==> config.mk <==
export PLATFORM = sky130hd
export DESIGN_NAME = rotation_slicer_flat
export DESIGN_NICKNAME = d
export VERILOG_FILES = /design/src/rtl/rotation_pkg.sv /design/src/rtl/rotation_slicer_if.sv /design/src/rtl/slice_ticker.sv /design/src/rtl/rotation_slicer.sv /design/src/flat_wrapper.sv
export SDC_FILE = /design/constraint.sdc
export NUM_CORES = 1
export LEC_CHECK = 0
export BUFFER_PORTS_ARGS = -buffer_cell sky130_fd_sc_hd__buf_4
export CAP_MARGIN = 15
export CORE_ASPECT_RATIO = 1.1
export CORE_MARGIN = 3
export CORE_UTILIZATION = 32
export DETAILED_ROUTE_END_ITERATION = 8
export GPL_ROUTABILITY_DRIVEN = 0
export HOLD_SLACK_MARGIN = 0.03
export PLACE_DENSITY = 0.45
export SYNTH_ARGS = -nofsm -noshare
export SYNTH_HDL_FRONTEND = slang
export SYNTH_SLANG_ARGS = --single-unit
==> constraint.sdc <==
create_clock -name clk -period 4.2 [get_ports clk]
set_input_delay 0.42 -clock clk [delete_from_list [all_inputs] [get_ports clk]]
set_output_delay 0.42 -clock clk [all_outputs]
set_load 0.1 [all_outputs]
==> src/rtl/rotation_pkg.sv <==
// rtl/rotation_pkg.sv - shared types and helpers for the rotation slicer
package rotation_pkg;

  typedef enum logic [1:0] {
    IDLE,
    MEASURE,
    RUN
  } rot_state_t;

  localparam int NB_SLICES_DEFAULT = 128;

  // Index width for a slice count; never narrower than one bit
  function automatic int slice_w(input int n);
    return (n > 1) ? $clog2(n) : 1;
  endfunction

endpackage

==> src/rtl/rotation_slicer_if.sv <==
// rtl/rotation_slicer_if.sv - hall input and slice/turn outputs of the rotation slicer
interface rotation_slicer_if
  import rotation_pkg::*;
#(
  parameter int NB_SLICES = NB_SLICES_DEFAULT,
  parameter int CNT_W     = 24
);

  localparam int SLICE_W = slice_w(NB_SLICES);

  logic               hall_in;
  logic [SLICE_W-1:0] slice_idx;
  logic               slice_strobe;
  logic               turn_strobe;
  logic [CNT_W-1:0]   period;
  logic               locked;

  modport master (
    output hall_in,
    input  slice_idx, slice_strobe, turn_strobe, period, locked
  );

  modport slave (
    input  hall_in,
    output slice_idx, slice_strobe, turn_strobe, period, locked
  );

endinterface

==> src/rtl/slice_ticker.sv <==
// rtl/slice_ticker.sv - splits a turn of `period` cycles into NB_SLICES slices
// using an error accumulator, so non-divisible periods still give NB_SLICES slices.
module slice_ticker
  import rotation_pkg::*;
#(
  parameter  int NB_SLICES = NB_SLICES_DEFAULT,
  parameter  int CNT_W     = 24,
  localparam int SLICE_W   = slice_w(NB_SLICES)
) (
  input  logic               clk,
  input  logic               nrst,
  input  logic               clear,
  input  logic               enable,
  input  logic [CNT_W-1:0]   period,
  output logic [SLICE_W-1:0] slice_idx,
  output logic               slice_strobe
);

  localparam int                 ACC_W   = CNT_W + SLICE_W + 1;
  localparam logic [ACC_W-1:0]   STEP    = ACC_W'(NB_SLICES);
  localparam logic [SLICE_W-1:0] IDX_MAX = SLICE_W'(NB_SLICES - 1);
  localparam logic [SLICE_W-1:0] IDX_ONE = SLICE_W'(1);

  logic [ACC_W-1:0]   acc_q, acc_d;
  logic [ACC_W-1:0]   nxt;
  logic [ACC_W-1:0]   per_ext;
  logic [SLICE_W-1:0] idx_q, idx_d;
  logic               strobe_q, strobe_d;

  assign per_ext = ACC_W'(period);

  // A clear while enabled is the turn boundary itself: it restarts at slice 0 and strobes once
  always_comb begin
    acc_d    = acc_q;
    idx_d    = idx_q;
    strobe_d = 1'b0;
    nxt      = acc_q + STEP;
    if (clear) begin
      acc_d    = '0;
      idx_d    = '0;
      strobe_d = enable;
    end else if (enable && (idx_q != IDX_MAX)) begin
      if (nxt >= per_ext) begin
        acc_d    = nxt - per_ext;
        idx_d    = idx_q + IDX_ONE;
        strobe_d = 1'b1;
      end else begin
        acc_d = nxt;
      end
    end
  end

  always_ff @(posedge clk or negedge nrst) begin
    if (!nrst) begin
      acc_q    <= '0;
      idx_q    <= '0;
      strobe_q <= 1'b0;
    end else begin
      acc_q    <= acc_d;
      idx_q    <= idx_d;
      strobe_q <= strobe_d;
    end
  end

  assign slice_idx    = idx_q;
  assign slice_strobe = strobe_q;

endmodule

==> src/rtl/rotation_slicer.sv <==
// rtl/rotation_slicer.sv - measures the hall-pulse rotation period, tracks lock
// and drives the slice ticker from the previous turn's period.
module rotation_slicer
  import rotation_pkg::*;
#(
  parameter int NB_SLICES  = NB_SLICES_DEFAULT,
  parameter int CNT_W      = 24,
  parameter int MIN_PERIOD = 1000,
  parameter int TIMEOUT    = 16_000_000
) (
  input logic               clk,
  input logic               nrst,
  rotation_slicer_if.slave  bus
);

  if (MIN_PERIOD < NB_SLICES) begin : g_bad_min_period
    $error("rotation_slicer: MIN_PERIOD must be >= NB_SLICES");
  end
  if (64'(TIMEOUT) >= (64'd1 << CNT_W)) begin : g_bad_timeout
    $error("rotation_slicer: TIMEOUT must be < 2**CNT_W");
  end

  localparam logic [CNT_W-1:0] MIN_P = CNT_W'(MIN_PERIOD);
  localparam logic [CNT_W-1:0] TMO   = CNT_W'(TIMEOUT);
  localparam logic [CNT_W-1:0] ONE   = CNT_W'(1);

  rot_state_t       state_q, state_d;
  logic             hall_prev_q, hall_prev_d;
  logic [CNT_W-1:0] cnt_q, cnt_d;
  logic [CNT_W-1:0] period_q, period_d;
  logic             turn_strobe_q, turn_strobe_d;
  logic             locked_q, locked_d;
  logic             fall, accept;
  logic             tick_enable, tick_clear;

  always_comb begin
    hall_prev_d   = bus.hall_in;
    fall          = hall_prev_q & ~bus.hall_in;
    // Falls closer than MIN_PERIOD to the last accepted one are bounce or noise
    accept        = fall && ((state_q == IDLE) || (cnt_q >= MIN_P));
    cnt_d         = accept ? ONE : ((cnt_q < TMO) ? cnt_q + ONE : cnt_q);
    state_d       = state_q;
    period_d      = period_q;
    turn_strobe_d = 1'b0;
    case (state_q)
      IDLE: begin
        if (accept) state_d = MEASURE;
      end
      MEASURE: begin
        if (accept) begin
          state_d  = RUN;
          period_d = cnt_q;
        end else if (cnt_q == TMO) begin
          state_d = IDLE;
        end
      end
      RUN: begin
        if (accept) begin
          period_d      = cnt_q;
          turn_strobe_d = 1'b1;
        end else if (cnt_q == TMO) begin
          state_d = IDLE;
        end
      end
      default: state_d = IDLE;
    endcase
    locked_d    = (state_d == RUN);
    tick_enable = (state_d == RUN);
    tick_clear  = accept | ~tick_enable;
  end

  always_ff @(posedge clk or negedge nrst) begin
    if (!nrst) begin
      state_q       <= IDLE;
      hall_prev_q   <= 1'b1;
      cnt_q         <= '0;
      period_q      <= '0;
      turn_strobe_q <= 1'b0;
      locked_q      <= 1'b0;
    end else begin
      state_q       <= state_d;
      hall_prev_q   <= hall_prev_d;
      cnt_q         <= cnt_d;
      period_q      <= period_d;
      turn_strobe_q <= turn_strobe_d;
      locked_q      <= locked_d;
    end
  end

  slice_ticker #(
    .NB_SLICES (NB_SLICES),
    .CNT_W     (CNT_W)
  ) u_ticker (
    .clk          (clk),
    .nrst         (nrst),
    .clear        (tick_clear),
    .enable       (tick_enable),
    .period       (period_q),
    .slice_idx    (bus.slice_idx),
    .slice_strobe (bus.slice_strobe)
  );

  assign bus.turn_strobe = turn_strobe_q;
  assign bus.period      = period_q;
  assign bus.locked      = locked_q;

endmodule

==> src/flat_wrapper.sv <==
// flat-port wrapper written by rule: the top's interface ports become plain ports
module rotation_slicer_flat import rotation_pkg::*;
#(
  parameter int NB_SLICES  = NB_SLICES_DEFAULT,
  parameter int CNT_W      = 24,
  parameter int MIN_PERIOD = 1000,
  parameter int TIMEOUT    = 16_000_000
)
  (clk, nrst, bus_hall_in, bus_slice_idx, bus_slice_strobe, bus_turn_strobe, bus_period, bus_locked);
  rotation_slicer_if #(.NB_SLICES(NB_SLICES), .CNT_W(CNT_W)) bus_i ();
  input logic clk;
  input logic nrst;
  input wire logic [$bits(bus_i.hall_in)-1:0] bus_hall_in;
  output wire logic [$bits(bus_i.slice_idx)-1:0] bus_slice_idx;
  output wire logic [$bits(bus_i.slice_strobe)-1:0] bus_slice_strobe;
  output wire logic [$bits(bus_i.turn_strobe)-1:0] bus_turn_strobe;
  output wire logic [$bits(bus_i.period)-1:0] bus_period;
  output wire logic [$bits(bus_i.locked)-1:0] bus_locked;
  assign bus_i.hall_in = bus_hall_in;
  assign bus_slice_idx = bus_i.slice_idx;
  assign bus_slice_strobe = bus_i.slice_strobe;
  assign bus_turn_strobe = bus_i.turn_strobe;
  assign bus_period = bus_i.period;
  assign bus_locked = bus_i.locked;
  rotation_slicer #(.NB_SLICES(NB_SLICES), .CNT_W(CNT_W), .MIN_PERIOD(MIN_PERIOD), .TIMEOUT(TIMEOUT)) u_core (.clk(clk), .nrst(nrst), .bus(bus_i));
endmodule
* Word-level counts from Yosys, hierarchy flattened
Cells that the tools add are included.
Word-level totals: bits in registers 93, word-level logic and storage cells 53
Cells by class: add/subtract/negate cells 4, $lt $le $gt $ge 3, eq/ne operators 5, muxes and demuxes 18, bitwise operators 4, reductions and logical operators 10
Operators by type and width (count):
- $mux W32 | 3
- $mux W24 | 2
- $add A32 B8 Y32 const B | 1
- $ge A32 B24 Y1 | 1
- $sub A32 B24 Y32 | 1
- $add A24 B1 Y24 const B | 1
- $eq A24 B24 Y1 const B | 1
- $ge A24 B10 Y1 const B | 1
- $lt A24 B24 Y1 const B | 1
- $mux W7 | 3
- $mux W2 | 4
- $add A7 B1 Y7 const B | 1
- $ne A7 B7 Y1 const B | 1
- $pmux W2 S3 | 1
- $reduce_bool A2 Y1 | 3
- $mux W1 | 5
- $eq A2 B2 Y1 const B | 2
- $reduce_and A2 Y1 | 2
- $eq A2 B1 Y1 const B | 1
- $logic_and A1 B1 Y1 | 2
- $logic_not A2 Y1 | 1
- $not A1 Y1 | 2
- $reduce_or A2 Y1 | 1
- $and A1 B1 Y1 | 1
- other kinds (2) | 2

* Depth between registers and ports, before layout
Gate-level depths: netlist of run 1.
depth after elaboration 10, depth in mapped cells 20, depth with buffers taken out 16

* Modules after synthesis
From an unflattened synthesis of run 1, not the netlist that was laid out.
Unflattened totals: cells, all modules 786, area, all modules 6827.8 µm²
By module, submodules not included:
- slice_ticker | times used 1, cells each 559, area each 4262.8 µm², seq. area each 1001.0 µm²
- rotation_slicer | times used 1, cells each 227, area each 2565.0 µm², seq. area each 1327.5 µm²

* Least setup slack after synthesis of run 1
No wires, ideal clock.
path type reg2reg, from register u_core.u_ticker.acc_q[9], to register u_core.u_ticker.acc_q[25], library setup time 0.066 ns, data arrival time 3.719 ns, data required time 4.134 ns, slack 0.415 ns, cell stages (with the launch flop) 18, buffers on the path 3, cell sequence dfrtp_1 clkbuf_1 nand3_1 or3_1 clkbuf_1 nor2_1 xnor2_1 ha_1 inv_1 nor3_1 nand2_1 nor3_1 a211oi_2 and3_1 buf_6 or4_1 a211o_1 nand2_1
Between the ends: longest elaborated chain between the ends 5
Ends and longest elaborated chain:
- from (decl) | line slice_ticker.sv:24 | logic [ACC_W-1:0] acc_q, acc_d;
- from (signal assigned) | line slice_ticker.sv:55 | acc_q <= '0;
- from (signal assigned) | line slice_ticker.sv:59 | acc_q <= acc_d;
- $add A32 B8 Y32 * | line slice_ticker.sv:37 | nxt = acc_q + STEP;
- $sub A32 B24 Y32 / $ge A32 B24 Y1 (equally long branches) | line slice_ticker.sv:44, slice_ticker.sv:43
- $mux W32 * | line slice_ticker.sv:43 | if (nxt >= per_ext) begin
- $mux W32 * | line slice_ticker.sv:42 | end else if (enable && (idx_q != IDX_MAX)) begin
- $mux W32 * | line slice_ticker.sv:38 | if (clear) begin
Every way passes the cells marked *; elsewhere a longest branch is shown, timed or not. The select of a mux whose other input is x is not followed. A chain may end at the register's enable or synchronous reset.

* Worst setup path in the final report of run 1
from register u_core.u_ticker.acc_q[11], to register u_core.u_ticker.acc_q[25]
Same word-level chain as after synthesis.

==> reports/metrics.cfg, run 1 <==
[clock_network]
tritoncts=done
cts_max_level=3
clockBufferDepth=2
cts.sinks=93
post_cts_buffers=0
cts_buffers=9
clk_latency_ps=350
clkTransAtPathRegs_ps=70
cts_root_buf=clkbuf_16

[global_routing]
grt_pass1_wl_um=29100
grt_overflow=0
grt_max_degree=69
track_usage=0.164
antenna_found_initial=0
grt_pass1_vias=5555

[finish]
antennaDiodeCount=0
layout-area-overhead-vs-synth_pct=14.0
fin_cells=1045
drive_above_1_share=0.150
nNetsFinal=824

[setup_path]
critical_path_class=register to register
cp_cell_sequence=nand4_4 -> or2_2 -> nor2_1 -> xor2_1 -> ha_1 -> a21oi_1 -> o21ai_0 -> nand4_1 -> nand2_1 -> o2111ai_1 -> a31oi_2 -> or4_1 -> a211o_1 -> nand2_1
worstPathArrival_ps=4170
cpPeakStageDelay_ps=560
critPathBufInv=0
rrSetupSlack_ps=310
cpLargestDelayFamily=simple AND/OR/NAND/NOR gates
worstPathRequired_ps=4480
r2r_end=u_core.u_ticker.acc_q[25]$_DFFE_PN0P_
reg2reg_depth=14
crit_path_start_kind=register
r2r_start=u_core.u_ticker.acc_q[11]$_DFFE_PN0P_
worst_path_max_delay_cell=or4_1
end_kind=register
crit_path_frequent_cell=nand2_1
crit_path_max_fanout=7

[timing]
finalSetupTns_ps=0
skew_ps=6.38
tightestPinTransition_ps=960
period_minus_slack_ps=3890
fin_crit_sh=0.925
slew_headroom=0.360
whs_ps=191
finalMaxSlewViolations=0
finalHoldViolCount=0
rsz0062_at_grt=no
fmax_mhz=257
setup_viol=0

[floorplanning]
pin_count=37
die_w_um=142
core_area_um2=19900
die_y_um=156
die-area_um2=22100
row_count=54
start_util=0.326

[outcome]
status=finished, final reports clean

[yosys]
postSynthCellCount=755
synth_area_leaders=dfrtp_1 (35%), ha_1 (6.2%), nand2_1 (5.0%), nor2_1 (4.8%), xnor2_1 (4.3%)
synthArstFlopShare=1.00
yosysTopAreaCell=dfrtp_1
synthSimpleGateAreaFrac=0.245
muxShareOfSynthArea=0.0504
synth_xor_area_frac=0.0768
synth_edf_count=0
ys_top_cells_by_count=dfrtp_1 (92), nand2_1 (86), nor2_1 (83)
yosysWarnings=0
ys_seq_elements=93
synth_nets=791
synth-adder-area-share=0.0646
ys_seq_area_frac=0.358
synth.top_cell.area_share=0.354
ys_types=66
synth_top_family_by_area=simple AND/OR/NAND/NOR gates
synth-compound-area-share=0.158
netlist_area_um2=6500
ys.flop_type=dfrtp_1
syn_avg_cell_area_um2=8.61
synth_most_common_cell=dfrtp_1

[worst_hold_path]
hold_depth=1
hold_end=u_core.hall_prev_q$_DFF_PN1_
hold_class=primary input to register
hp-start=bus_hall_in

[route]
firstDrtPassIters=4
wirelength_um=17500
drc_errors=0
routedWlPerCell_um=16.8
drt_iter0_markers=286
ant_nets=0
vias=5464
vias_per_cell=5.23

[placed_design]
portBuffers=36
hpwlAfterDp_um=13100
place_inst=1029

[job]
cap_violations=0

-- timing repair --
action                     4_1_cts  5_1_grt
gates resized for setup          0        9
hold buffers                     0        0
setup endpoints to repair        0       35
-- cell type report --
| cell class | instances | area (um2) |
|---|---|---|
| fill | 2054 | 12500 |
| multi-input combinational | 586 | 3890 |
| sequential | 93 | 2330 |
| timing repair buffer | 53 | 410 |
| tap | 252 | 315 |
| clock buffer | 12 | 256 |
| inverter | 45 | 169 |
| clock inverter | 4 | 37.5 |
-- how the worst max path moves through the flow --
stage                                                from                                    end  slack [ps]  cells after the start
floorplan            u_core.u_ticker.acc_q[9]$_DFFE_PN0P_  u_core.u_ticker.acc_q[25]$_DFFE_PN0P_         420                     17
finish              u_core.u_ticker.acc_q[11]$_DFFE_PN0P_  u_core.u_ticker.acc_q[25]$_DFFE_PN0P_         310                     14
detailed placement   u_core.u_ticker.acc_q[7]$_DFFE_PN0P_   u_core.u_ticker.acc_q[3]$_DFFE_PN0P_         100                     16
CTS                  u_core.u_ticker.acc_q[7]$_DFFE_PN0P_  u_core.u_ticker.acc_q[25]$_DFFE_PN0P_          50                     15
global route        u_core.u_ticker.acc_q[11]$_DFFE_PN0P_   u_core.u_ticker.acc_q[3]$_DFFE_PN0P_          60                     15
global placement     u_core.u_ticker.acc_q[7]$_DFFE_PN0P_  u_core.u_ticker.acc_q[29]$_DFFE_PN0P_         230                     15
-- state kept, by name, indices dropped and copies added (netlist names) --
signal and count:
u_core.bus.period 24, u_core.u_ticker.slice_strobe 1, u_core.u_ticker.slice_idx 7, u_core.hall_prev_q 1, u_core.u_ticker.acc_q 32, u_core.bus.turn_strobe 1
u_core.bus.locked 1, u_core.cnt_q 24, u_core.state_q 2
-- kinds of logic after synthesis --
logic type	count (synthesis)
xor+xnor	57
compound gates	156
buf+inv	76
fa+ha+maj	33
flops	93
mux	30
simple gates	310
-- metal layers --
layer | up-vias | global-route usage | wire (um)
li1 | 2729 | - | -
met1 | 2614 | 0.222 | 8400
met2 | 94 | 0.269 | 8240
met3 | 27 | 0.0286 | 568
met4 | 0 | 0.0471 | 322
met5 | - | 0 | 0
-- metrics by stage --
| stage | area, um2 | setup WS [ps] | util |
|---|---|---|---|
| 2_1_floorplan | 6500 | 415 | - |
| 3_3_place_gp | 7090 | 231 | 0.355 |
| 3_5_place_dp | 7090 | 99.2 | 0.355 |
| 4_1_cts | 7380 | 52.8 | 0.370 |
| 5_1_grt | 7410 | 55.2 | 0.372 |
| 6_report | 7410 | 315 | 0.372 |
-- cells in the final DEF (no fill, tap or decap), types with 5 or more instances in the layout --
cell	Yosys	routed
dfrtp_1	92	91
nand2_1	86	85
nor2_1	83	83
a21oi_1	52	52
buf_4	0	52
inv_1	45	45
xnor2_1	32	32
ha_1	32	31
nand3_1	26	26
xor2_1	25	25
o21ai_0	23	23
mux2_2	22	22
nor3_1	18	16
nand4_1	15	15
o21a_1	13	13
and4_1	10	10
and2_1	10	10
or3_1	10	9
clkbuf_16	0	9
o211ai_1	8	8
mux2i_1	8	8
or2_2	7	7
nor4_1	7	7
nand2b_1	7	7
and3_1	8	7
a21o_1	7	7
a211oi_1	7	7
o21ai_1	6	6
a311oi_1	5	5
Power of run 1 is left out: the tool's default activity adds up to more than one toggle a clock period on the data nets, which glitch-free logic cannot reach.
==> inputs of run 2 (changes only) <==
--- a/config.mk
+++ b/config.mk
@@ -16,4 +16,5 @@
 export PLACE_DENSITY = 0.45
 export SYNTH_ARGS = -nofsm -noshare
 export SYNTH_HDL_FRONTEND = slang
+export SYNTH_HIERARCHICAL = 1
 export SYNTH_SLANG_ARGS = --single-unit
==> run 2 against run 1 <==
Compared with the run above: synthesized area grew 5.0%; setup slack worse by 110 ps; clock skew about the same; die area is 4.8% higher; utilization is 1.1 points higher; critical path depth up 1; sequential cell count unchanged; global-route usage rose by 0.52 points; via count rose by 9.5%; worst hold slack worse by 15 ps; design area rose by 7.4%; routed wire length increased by 12%; critical path type unchanged.
==> reports/metrics.cfg, run 2 <==
[placed_design]
hpwlAfterDp_um=14900  ; +14%
preCtsSetupSlack_ps=69.4  ; -29.8 ps
portBuffers=36  ; unchanged

[yosys]
synth_most_common_cell=nor2_1
ys_top_cells_by_count=nor2_1 (95), dfrtp_1 (92), nand2_1 (57)
syn_avg_cell_area_um2=8.69  ; +0.84%
netlist_area_um2=6830  ; +5.0%
synth_area_leaders=dfrtp_1 (34%), ha_1 (5.9%), nor2_1 (5.2%), xor2_1 (4.2%), mux2_1 (4.1%)
synth_nets=822  ; +3.9%
postSynthCellCount=786  ; +4.1%
synthArstFlopShare=1.00  ; unchanged
ys_seq_area_frac=0.341  ; -0.0170
ys_seq_elements=93  ; unchanged
ys_types=78  ; +18%
yosysTopAreaCell=dfrtp_1
ys.flop_type=dfrtp_1
synth_edf_count=0  ; unchanged
synth.top_cell.area_share=0.337  ; -0.0168
yosysWarnings=6  ; +6

[global_routing]
track_usage=0.169  ; +0.00524
grt_overflow=0  ; unchanged
grt_max_degree=70  ; +1.4%
grt_pass1_wl_um=32200  ; +11%
antenna_found_initial=0  ; unchanged
grt_pass1_vias=6022  ; +8.4%

[outcome]
status=finished, final reports clean

[timing]
layout_setup_ws_ps=204  ; -110 ps
period_minus_slack_ps=4000  ; +110 ps
rsz0062_at_grt=no
skew_ps=5.97  ; -0.409 ps
fin_crit_sh=0.951  ; +0.0263
setup_viol=0  ; unchanged
finalHoldViolCount=0  ; unchanged
fmax_mhz=250  ; -2.8%
finalSetupTns_ps=0  ; unchanged
finalMaxSlewViolations=0  ; unchanged
slew_headroom=0.386  ; +0.0262
tightestPinTransition_ps=921  ; -39.2 ps

[clock_network]
cts_max_level=3  ; unchanged
cts_buffers=9  ; unchanged
clk_latency_ps=340  ; about the same
cts_hold_buffers=0  ; unchanged
cts.sinks=93  ; unchanged
tritoncts=done
clkTransAtPathRegs_ps=70  ; about the same
clockBufferDepth=2  ; unchanged
cts_root_buf=clkbuf_16

[job]
cap_violations=0  ; unchanged

[setup_path]
r2r_end=u_core/u_ticker/acc_q[29]$_DFFE_PN0P_
crit_path_start_kind=register
startpoint=u_core/u_ticker/acc_q[7]$_DFFE_PN0P_
crit_path_max_fanout=6  ; -1
rrSetupSlack_ps=200  ; -110 ps
crit_path_end=u_core/u_ticker/acc_q[29]$_DFFE_PN0P_
r2r_start=u_core/u_ticker/acc_q[7]$_DFFE_PN0P_
end_kind=register
reg2reg_depth=15  ; +1
worstPathRequired_ps=4430  ; -50 ps
worstPathArrival_ps=4220  ; +50 ps
critical_path_class=register to register

[finish]
layout-area-overhead-vs-synth_pct=16.6
drive_above_1_share=0.158  ; +0.00789
antennaDiodeCount=0  ; unchanged
largest_register_ff_count=32  ; unchanged
final_common_cell=nor2_1
regMostFlops=u_core/u_ticker/acc_q
final_cell_mix=nor2_1 (94), dfrtp_1 (91), buf_4 (80), nand2_1 (56), inv_1 (43)
nNetsFinal=873  ; +5.9%

[power]
max-vdd-ir-drop_mv=0.510
clockPowerShare=0.132
leakagePower_uw=0.00361
switching_share=0.509
p_per_area_nw_per_um2=812
p_seq_frac=0.177
p_switching_uw=3290
share_comb_of_total_power=0.691
p_int_uw=3180

[worst_hold_path]
hold_class=primary input to asynchronous set/reset pin

[floorplanning]
core_area_um2=20800  ; +4.3%
row_count=55  ; +1.9%
start_util=0.329  ; +0.00223
pin_count=37  ; unchanged
die_w_um=145  ; +2.4%
die-area_um2=23100  ; +4.8%
die_y_um=159  ; +2.4%

[route]
routedWlPerCell_um=17.4  ; +3.9%
firstDrtPassIters=5  ; +1
wirelength_um=19700  ; +12%
ant_nets=0  ; unchanged
vias_per_cell=5.31  ; +1.5%
drt_iter0_markers=386  ; +35%
vias=5983  ; +9.5%
drc_errors=0  ; unchanged

run 2: cell count changes in the layout (fill, tap and decap cells not counted), moves of 9 or more:
cell,change
nor2_1,+11
a21o_1,+11
a21oi_1,-13
nand4_1,+14
a211oi_1,+9
nand2_1,-29
buf_4,+28
mux2_2,-15
mux2_1,+25
run 2: power groups by stage:
stage                     logic [uW]  registers (uW)  clock network [uW]
after floorplan                 2590            1670                   0
after global placement          4370            1160                   0
after detailed placement        4360            1160                   0
after CTS                       4390            1150                 884
after global routing            4850            1170                 924
final                           4460            1140                 855
run 2: stage by stage:
| step | total power, uW | std cells | hold WS (ps) | instance area [um2] | util |
|---|---|---|---|---|---|
| floorplan | 4260 | 786 | 124 | 6830 | - |
| global placement | 5530 | 1107 | 511 | 7560 | 0.364 |
| detailed placement | 5530 | 1107 | 519 | 7560 | 0.364 |
| CTS | 6420 | 1123 | 174 | 7870 | 0.379 |
| global route | 6940 | 1127 | 171 | 7960 | 0.383 |
| finish | 6460 | 1127 | 175 | 7960 | 0.383 |
run 2: kinds of logic (layout without fill, tap and decap cells):
kind of cell | after synthesis | in the layout | synth area share
AND/OR/NAND/NOR | 315 | 315 | 0.237
AO/OA/AOI/OAI | 163 | 163 | 0.168
flip-flops | 93 | 93 | 0.341
buffers and inverters | 83 | 139 | 0.0522
XOR/XNOR | 62 | 62 | 0.0795
multiplexers | 37 | 37 | 0.0601
adder cells (fa/ha/maj) | 33 | 33 | 0.0616
run 2: how the worst min path moves through the flow:
stage / startpoint / endpoint / slack [ps] / depth (start not counted)
detailed placement: u_core/bus.period[14]$_DFFE_PN0P_ / u_core/bus.period[14]$_DFFE_PN0P_ / 520 / 1
CTS: bus_hall_in / u_core/hall_prev_q$_DFF_PN1_ / 170 / 1
floorplan: nrst / u_core/bus.locked$_DFF_PN0_ / 120 / 0
finish: nrst / u_core/u_ticker/acc_q[19]$_DFFE_PN0P_ / 180 / 1
global placement: u_core/u_ticker/acc_q[5]$_DFFE_PN0P_ / u_core/u_ticker/acc_q[5]$_DFFE_PN0P_ / 510 / 2
global route: bus_hall_in / u_core/hall_prev_q$_DFF_PN1_ / 170 / 1
run 2: worst max-delay path, stage by stage (launching register included):
cell,delay [ps]
dfrtp_1,380
buf_4,130
nand4_2,120
or2_4,320
buf_4,170
xnor2_1,150
ha_1,390
nand2_1,140
o21ai_0,350
buf_4,190
nor3_1,40
a211o_1,350
o31ai_1,490
nor4_2,90
mux2i_1,200
mux2_2,360
run 2: cell type report:
class / instances / area (um2)
Tap cell: 285 / 357
Inverter: 43 / 161
Clock inverter: 4 / 56.3
Fill cell: 2175 / 12800
Sequential cell: 93 / 2330
Timing Repair Buffer: 80 / 601
Clock buffer: 12 / 246
Multi-Input combinational cell: 610 / 4210
run 2: layer usage:
layer	wire length, um	vias to the layer above	track usage
met4	428	0	0.0548
met1	8760	2884	0.218
li1	-	2929	-
met2	9890	139	0.296
met3	573	31	0.0202
met5	0	-	0
run 2: what timing repair did:
| item | in CTS | in global routing |
|---|---|---|
| endpoints found under the setup margin | 0 | 38 |
| resized for setup | 0 | 17 |
| setup buffers | 0 | 4 |
| hold endpoints to repair | 0 | 0 |
No activity file was read; power rests on OpenSTA's default activity.
==> inputs of run 3 (changes only) <==
--- a/config.mk
+++ b/config.mk
@@ -8,12 +8,13 @@
 export BUFFER_PORTS_ARGS = -buffer_cell sky130_fd_sc_hd__buf_4
 export CAP_MARGIN = 15
 export CORE_ASPECT_RATIO = 1.1
-export CORE_MARGIN = 3
+export CORE_MARGIN = 1.5
 export CORE_UTILIZATION = 32
 export DETAILED_ROUTE_END_ITERATION = 8
 export GPL_ROUTABILITY_DRIVEN = 0
 export HOLD_SLACK_MARGIN = 0.03
-export PLACE_DENSITY = 0.45
+export PLACE_DENSITY = 0.5
+export RECOVER_POWER = 50
 export SYNTH_ARGS = -nofsm -noshare
 export SYNTH_HDL_FRONTEND = slang
 export SYNTH_HIERARCHICAL = 1
==> run 3 against run 2 <==
Compared with the run above: the run now ends with capacitance limit, slew limit left; sequential share of layout area is 0.45 points lower; routed wire length fell by 2.0%; setup slack better by 11 ps; global-route usage increased by 1.2 points; non-clock buffer count increased by 12; power increased by 3.6%; die area fell by 3.9%; sequential power about the same; fmax increased by 0.27%; count of clock-buffer cells in the layout shrank 2; cell count is 1.1% higher; critical path type unchanged; highest routed layer unchanged.
==> reports/metrics.cfg, run 3 (synthesized netlist as in run 2, its figures left out) <==
[worst_hold_path]
hold_end=u_core/hall_prev_q$_DFF_PN1_
hold_class=primary input to register
hp-start=bus_hall_in
hold_depth=1

[floorplanning]
die-area_um2=22200  ; -3.9%
row_count=55  ; unchanged
core_area_um2=20800  ; unchanged
pin_count=37  ; unchanged
die_w_um=142  ; -2.1%
start_util=0.329  ; unchanged
die_y_um=156  ; -1.9%

[timing]
finalSetupTns_ps=0  ; unchanged
slew_headroom=-0.195  ; -0.581
setup_viol=0  ; unchanged
fmax_mhz=251  ; +0.27%
finalMaxSlewViolations=96  ; +96
finalHoldViolCount=0  ; unchanged
period_minus_slack_ps=3990  ; -10.6 ps
skew_ps=7.86  ; +1.89 ps
fin_crit_sh=0.949  ; -0.00252
tightestPinTransition_ps=1790  ; +872 ps

[setup_path]
worstPathRequired_ps=4430  ; about the same
critical_path_class=register to register
crit_path_max_fanout=7  ; +1
rrSetupSlack_ps=210  ; about the same
reg2reg_depth=16  ; +1
r2r_start=u_core/u_ticker/acc_q[7]$_DFFE_PN0P_
end_kind=register
r2r_end=u_core/u_ticker/acc_q[30]$_DFFE_PN0P_
crit_path_start_kind=register
worstPathArrival_ps=4210  ; about the same

[placed_design]
place_inst=1121  ; +1.3%
portBuffers=36  ; unchanged
hpwlAfterDp_um=14400  ; -3.4%

[clock_network]
cts_hold_buffers=0  ; unchanged
clk_latency_ps=350  ; about the same
tritoncts=done
cts_buffers=9  ; unchanged
cts_max_level=3  ; unchanged
cts_root_buf=clkbuf_16
clockBufferDepth=2  ; unchanged
cts.sinks=93  ; unchanged
clkTransAtPathRegs_ps=70  ; about the same

[route]
wirelength_um=19300  ; -2.0%
routedWlPerCell_um=16.9  ; -3.0%
drt_iter0_markers=294  ; -24%
drc_errors=0  ; unchanged
vias_per_cell=5.19  ; -2.3%
ant_nets=0  ; unchanged
vias=5910  ; -1.2%
firstDrtPassIters=4  ; -1

[global_routing]
grt_max_degree=70  ; unchanged
grt_overflow=0  ; unchanged
grt_pass1_wl_um=31400  ; -2.3%
grt_pass1_vias=5868  ; -2.6%
track_usage=0.181  ; +0.0120
antenna_found_initial=0  ; unchanged

[finish]
largest_register_ff_count=32  ; unchanged
regMostFlops=u_core/u_ticker/acc_q
final_cell_mix=nor2_1 (94), dfrtp_1 (92), buf_4 (73), nand2_1 (57), inv_1 (42)
antennaDiodeCount=0  ; unchanged
fillers=2229  ; +2.5%
layout-area-overhead-vs-synth_pct=18.4
fin_cells=1139  ; +1.1%
final_common_cell=nor2_1
nNetsFinal=885  ; +1.4%
drive_above_1_share=0.157  ; -0.00105

[power]
clockPowerShare=0.147  ; +0.015
max-vdd-ir-drop_mv=0.455  ; -11%
switching_share=0.493  ; -0.0154
leakagePower_uw=0.00366  ; +1.3%
p_switching_uw=3300  ; +0.43%
p_int_uw=3390  ; +6.8%
share_comb_of_total_power=0.683  ; -0.008
p_per_area_nw_per_um2=828  ; +2.0%
p_seq_frac=0.170  ; -0.007

[outcome]
failed_checks=capacitance limit, slew limit
status=complete, but fails checks

[job]
cap_violations=2  ; +2

## run 3: changes by cell type in the layout (fill, tap and decap cells not counted), sizes merged
cell	delta
clkinvlp	-2
bufinv	+2
buf	-6
clkbuf	+16
inv	+1
clkinv	+1
## run 3: metrics by stage
stage / setup WS, ps / total power, uW / hold slack (ps) / utilization / cell area, um2
after floorplan: 249 / 4260 / 124 / - / 6830
after global placement: 64.8 / 5660 / 506 / 0.370 / 7680
after detailed placement: 21.8 / 5650 / 511 / 0.370 / 7680
after CTS: 0.0471 / 6670 / 164 / 0.387 / 8040
after global routing: -8.31 / 7150 / 167 / 0.389 / 8080
final: 215 / 6690 / 182 / 0.389 / 8080
## run 3: area by class of cell
class                           count  area (um2)  area share
Clock buffer                       10         239      0.0296
Clock inverter                      6         116      0.0144
Inverter                           43         161      0.0200
Multi-Input combinational cell    610        4240       0.525
Sequential cell                    93        2330       0.288
Tap cell                          285         357      0.0441
Timing Repair Buffer               92         641      0.0793
## run 3: repair_timing
item / 4_1_cts / 5_1_grt
setup endpoints to repair: 0 / 36
setup buffers: 0 / 2
gates resized for setup: 0 / 22
## run 3: routing by layer
metal	up-vias	global-route usage	routed length [um]
met5	-	0	0
met4	0	0.0604	348
met3	22	0.0187	490
met2	93	0.311	9560
met1	2843	0.237	8880
li1	2952	-	-
## run 3: worst max-delay path: stages, from the launching register on
cell      delay, ps
dfrtp_1         350
buf_4           140
nand4_2         140
nor2_1          340
nand2_1         120
xnor2_1         200
ha_1            390
nand3_1         120
nor2_1          200
a31oi_1         130
o2111a_1        260
nor3b_4         190
buf_4           170
a31o_1          250
or3_1           370
o211ai_2        150
mux2_1          330
## run 3: how the worst max path moves through the flow
stage	end	startpoint	cells past startpoint	slack, ps
finish	u_core/u_ticker/acc_q[30]$_DFFE_PN0P_	u_core/u_ticker/acc_q[7]$_DFFE_PN0P_	16	210
global route	u_core/u_ticker/acc_q[30]$_DFFE_PN0P_	u_core/u_ticker/acc_q[8]$_DFFE_PN0P_	18	-8
CTS	u_core/u_ticker/acc_q[29]$_DFFE_PN0P_	u_core/u_ticker/acc_q[7]$_DFFE_PN0P_	16	0.05
detailed placement	u_core/u_ticker/acc_q[29]$_DFFE_PN0P_	u_core/u_ticker/acc_q[7]$_DFFE_PN0P_	16	20
global placement	u_core/u_ticker/acc_q[26]$_DFFE_PN0P_	u_core/u_ticker/acc_q[7]$_DFFE_PN0P_	15	60
floorplan	u_core/u_ticker/acc_q[26]$_DFFE_PN0P_	u_core/u_ticker/acc_q[7]$_DFFE_PN0P_	17	250
## run 3: power by group through the flow
stage / sequential (uW) / clock, uW / combinational [uW]
final: 1140 / 983 / 4570
after global routing: 1160 / 1050 / 4940
after CTS: 1140 / 1020 / 4510
after detailed placement: 1160 / 0 / 4490
after global placement: 1160 / 0 / 4510
after floorplan: 1670 / 0 / 2590
